===== config.mk =====
export PLATFORM = sky130hd
export DESIGN_NAME = calc_alu_seq
export DESIGN_NICKNAME = d
export VERILOG_FILES = /design/src/rtl/calc_alu_seq.sv
export SDC_FILE = /design/constraint.sdc
export NUM_CORES = 1
export LEC_CHECK = 0
export ABC_AREA = 1
export BUFFER_PORTS_ARGS = -buffer_cell sky130_fd_sc_hd__buf_2
export CORE_AREA = 2 2 76 78
export DETAILED_ROUTE_END_ITERATION = 8
export DIE_AREA = 0 0 78 80
export PLACE_DENSITY = 0.72
export SLEW_MARGIN = 20
export SYNTH_ARGS = -nofsm -noshare
export SYNTH_HDL_FRONTEND = slang
export SYNTH_SLANG_ARGS = --single-unit

===== constraint.sdc =====
create_clock -name clk -period 4 [get_ports clk]
set_input_delay 0.2 -clock clk [delete_from_list [all_inputs] [get_ports clk]]
set_output_delay 0.2 -clock clk [all_outputs]
set_load 0.03 [all_outputs]

===== src/rtl/calc_alu_seq.sv =====
// Sequential add/sub/shift-add multiply/restoring divide core feeding the
// two-digit 7-segment driver; result is 2*WIDTH bits with a level valid flag.
module calc_alu_seq #(
  parameter int WIDTH = 4
) (
  input  logic               clk,
  input  logic               rst,
  input  logic               go,
  input  logic [1:0]         op,
  input  logic [WIDTH-1:0]   a,
  input  logic [WIDTH-1:0]   b,
  output logic               busy,
  output logic [2*WIDTH-1:0] result,
  output logic               result_valid,
  output logic               err
);
  localparam int RW = 2 * WIDTH;
  localparam int CW = $clog2(WIDTH + 1);

  typedef enum logic {IDLE, CALC} state_t;
  typedef enum logic [1:0] {OP_ADD = 2'b00, OP_SUB = 2'b01,
                            OP_MUL = 2'b10, OP_DIV = 2'b11} op_t;

  state_t         state;
  logic [1:0]     op_r;
  logic [WIDTH-1:0] b_r;
  logic [WIDTH-1:0] mplier;
  logic [RW-1:0]  mcand;
  logic [RW-1:0]  acc;
  logic [CW-1:0]  cnt;
  logic           last;

  // Multiply: acc accumulates the product, mcand walks left, mplier walks right.
  logic [RW-1:0]  mul_sum;
  // Divide: acc holds {remainder, dividend->quotient}, shifted left each step.
  logic [WIDTH:0] rem_sh;
  logic [WIDTH:0] diff;
  logic [WIDTH:0] lo_sh;
  logic [WIDTH-1:0] rem_new;

  always_comb begin
    mul_sum = acc + (mplier[0] ? mcand : '0);
    rem_sh  = {acc[RW-1:WIDTH], acc[WIDTH-1]};
    diff    = rem_sh - {1'b0, b_r};
    lo_sh   = {acc[WIDTH-1:0], ~diff[WIDTH]};
    rem_new = diff[WIDTH] ? rem_sh[WIDTH-1:0] : diff[WIDTH-1:0];
    last    = (cnt == CW'(WIDTH - 1));
  end

  always_ff @(posedge clk) begin
    if (!rst) begin
      state        <= IDLE;
      op_r         <= '0;
      b_r          <= '0;
      mplier       <= '0;
      mcand        <= '0;
      acc          <= '0;
      cnt          <= '0;
      busy         <= 1'b0;
      result       <= '0;
      result_valid <= 1'b0;
      err          <= 1'b0;
    end else begin
      case (state)
        IDLE: if (go) begin
          op_r         <= op;
          b_r          <= b;
          mplier       <= b;
          mcand        <= RW'(a);
          acc          <= (op == OP_DIV) ? RW'(a) : '0;
          cnt          <= '0;
          busy         <= 1'b1;
          result_valid <= 1'b0;
          err          <= 1'b0;
          state        <= CALC;
        end
        CALC: begin
          case (op_t'(op_r))
            OP_ADD: begin
              result       <= mcand + RW'(b_r);
              result_valid <= 1'b1;
              busy         <= 1'b0;
              state        <= IDLE;
            end
            OP_SUB: begin
              result       <= mcand - RW'(b_r);
              result_valid <= 1'b1;
              busy         <= 1'b0;
              state        <= IDLE;
            end
            OP_MUL: begin
              acc    <= mul_sum;
              mcand  <= mcand << 1;
              mplier <= mplier >> 1;
              cnt    <= cnt + 1'b1;
              if (last) begin
                result       <= mul_sum;
                result_valid <= 1'b1;
                busy         <= 1'b0;
                state        <= IDLE;
              end
            end
            OP_DIV: begin
              if (b_r == '0) begin
                result       <= '1;
                err          <= 1'b1;
                result_valid <= 1'b1;
                busy         <= 1'b0;
                state        <= IDLE;
              end else begin
                acc <= {rem_new, lo_sh[WIDTH-1:0]};
                cnt <= cnt + 1'b1;
                if (last) begin
                  result       <= {lo_sh[WIDTH-1:0], rem_new};
                  result_valid <= 1'b1;
                  busy         <= 1'b0;
                  state        <= IDLE;
                end
              end
            end
            default: state <= IDLE;
          endcase
        end
        default: state <= IDLE;
      endcase
    end
  end
endmodule


==> results_dict.tcl <==
set metrics [dict create \
    status "finished, final reports clean" \
    multi_input_area_um2 1740 \
    ff2ff_setup_slack_ns 1.53 \
    dpl_cell_area_um2 3010 \
    synth_area_um2 2860 \
    die_w_um 78 \
    start_kind "flip-flop" \
    synth_top_family_by_area "simple AND/OR/NAND/NOR gates" \
    synth_cell_types 37 \
    holdWs_ns 0.158 \
    leakage_uw 0.00165 \
    fmax_ghz 0.404 \
    hold_buffers 0 \
    clock_path_buffers 2 \
    antenna_found_initial 0 \
    nNetsFinal 494 \
    yosysWarnings 0 \
    crit_family "simple AND/OR/NAND/NOR gates" \
    fill_cells 533 \
    crit_path_max_fanout 10 \
    place.gp.congestion 0.896 \
    num_rows 27 \
    ys_seq_elements 41 \
    cp.buffers_inverters 2 \
    synth_fa_ha_area_share_pct 11.7 \
    hold_violations 0 \
    synth_nets 474 \
    die_h_um 80 \
    p_total_uw 1190 \
    drv_cap 0 \
    max-vdd-ir-drop_v 0.000315 \
    path_clk_slew_ns 0.08 \
    wl_per_cell_um 14.4 \
    power_density_nw_per_um2 379 \
    wl_met1_mm 3.40 \
    drt_wl_total_mm 7.59 \
    die_area_um2 6240 \
    wl_met2_mm 3.65 \
    dp_hpwl_mm 5.87 \
    skew_ns 0.00411 \
    port_buffers 23 \
    critPathMostFrequentCell "nand3_1" \
    end_kind "flip-flop" \
    cts_setup_buffers 0 \
    top_layer_used "met4" \
    slowest_stage "dfxtp_1" \
    root_buffer "clkbuf_8" \
    vias 2914 \
    cts_max_level 2 \
    drcViolationCount 0 \
    critPathRequiredTime_ns 4.21 \
    hold_path_class "input pin to flip-flop" \
    rsz0062_at_grt "no" \
    drive_gt1_share_pct 9.85 \
    area_growth_pct 9.63 \
    n_antenna_cell 0 \
    cp.arrival_ns 2.68 \
    grt_pass1_wl_mm 12.7 \
    final_cell_area_um2 3130 \
    synth-seq-area-share_pct 28.7 \
    ant_nets 0 \
    slew-limit-headroom_pct 58.7 \
    muxShareOfSynthArea_pct 0 \
    fin_crit_sh_pct 61.9 \
    io_pins 24 \
    worst_pin_slew_ns 0.618 \
    drtIter0Drc 186 \
    finalMaxSlewViolations 0 \
    clock_latency_ns 0.30 \
    seq_area_um2 821 \
    setup_violations 0 \
    overflow 0 \
    yosys.area_share.simple_pct 30.3 \
    cts_resized 0 \
    grt_pass1_vias 2820 \
    critical_path_class "flip-flop to flip-flop" \
    netlist_instances 436 \
    track_usage_pct 26.0 \
    synthXorXnorAreaFrac_pct 2.45 \
    clock-sinks 41 \
    syn_area_per_cell_um2 6.55 \
    cts_tree "yes" \
    core_um2 5410 \
    min_period_ns 2.47 \
    fin_setup_tns_ns 0 \
    cpPeakStageDelay_ns 0.38 \
    cts_inserted_buffers 5 \
    start_util_pct 52.9 \
    synth_compound_area_share_pct 16.5 \
    vias_per_cell 5.51 \
    wl_met3_um 425 \
    firstDrtPassIters 5 \
    grt_max_degree 27 \
    path_cells "inv_1 > ha_1 > nand3_1 > nand2_1 > ha_1 > a21o_1 > a21boi_0 > nand3_1 > nand3_1 > nand3_1 > nand2_1 > inv_1" \
]
[power breakdown]
group,switching (µW),internal [µW]
clock network,157,203
registers,30.8,439
logic,237,120
[worst min-delay path, stage by stage]
cell and delay, ns:
buf_2 0.09, nor2_1 0.04, nor2_1 0.09
[final timing paths]
path	cells past startpoint	startpoint	to
hold reg to reg	2	mplier[3]$_SDFFE_PN0P_	mplier[3]$_SDFFE_PN0P_
hold / removal	3	op[0]	op_r[0]$_SDFFE_PN0P_
setup reg to reg	12	b_r[1]$_SDFFE_PN0P_	result[7]$_SDFFE_PN0P_
setup / recovery	12	b_r[1]$_SDFFE_PN0P_	result[7]$_SDFFE_PN0P_
[area by class of cell]
class | count | area share [%]
clock buffer | 6 | 2.64
multi-input combinational | 320 | 55.6
sequential | 41 | 26.2
tap | 72 | 2.88
timing repair buffer | 23 | 3.67
clock inverter | 2 | 1.20
inverter | 65 | 7.83
[sequential cells by signal, summed over array words and instances (netlist names)]
register and cells:
busy 1, result 8, state 1, acc 8, err 1, mcand 8
mplier 4, cnt 3, b_r 4, op_r 2, result_valid 1
[layer usage]
metal,GRT usage (%),vias to the layer above
met5,0,-
met3,3.73,13
li1,-,1467
met2,45.6,94
met4,8.07,0
met1,33.1,1340
[synth_stat cells, drive strengths merged]
master | instances | area, µm²
a31oi | 7 | 43.8
xor2 | 4 | 35.0
clkbuf | 6 | 22.5
nor2 | 25 | 123
or2 | 2 | 15.0
nand2 | 122 | 468
fa | 3 | 60.1
a21boi | 1 | 7.51
ha | 22 | 275
dfxtp | 41 | 821
a21o | 1 | 7.51
inv | 64 | 240
nand3b | 2 | 15.0
a21oi | 45 | 229
xnor2 | 4 | 35.0
nor4 | 1 | 6.26
clkinv | 1 | 5.00
o22ai | 2 | 12.5
buf | 4 | 27.5
o21ai | 29 | 145
nor3 | 1 | 5.00
o211ai | 1 | 7.51
nand3 | 43 | 215
nand4 | 3 | 18.8
o221ai | 2 | 17.5
[per-stage QoR]
stage / setup WS (ns) / cells / util [%]
after floorplan: 1.88 / 436 / -
after global placement: 1.69 / 521 / 55.7
after detailed placement: 1.59 / 521 / 55.7
after CTS: 1.57 / 529 / 58.0
after global routing: 1.37 / 529 / 58.0
final: 1.53 / 529 / 58.0
[cells in the final DEF, fill, tap and decap left out, types with 2 or more instances in the layout]
cell      netlist  routed
o21ai_1         6       6
nand3b_1        2       2
buf_2           1      23
a21oi_1        44      44
nor2_2          2       2
dfxtp_1        41      41
inv_1          60      60
o221ai_1        2       2
fa_1            3       3
a31oi_1         7       7
xnor2_1         4       4
inv_2           4       4
ha_1           22      22
clkbuf_8        0       6
nand3_1        43      43
nand2_1       120     120
nand4_1         3       3
nor2_1         21      21
o21ai_0        23      23
xor2_1          4       4
o22ai_1         2       2
[logic make-up after synthesis]
kind of cell               Yosys count
buffers and inverters               75
DFF                                 41
and+or+nand+nor                    199
AOI/OAI and AO/OA                   88
xor gates and xnor gates             8
adders and majority gates           25
Note: power is estimated with default switching activity, not from simulation.
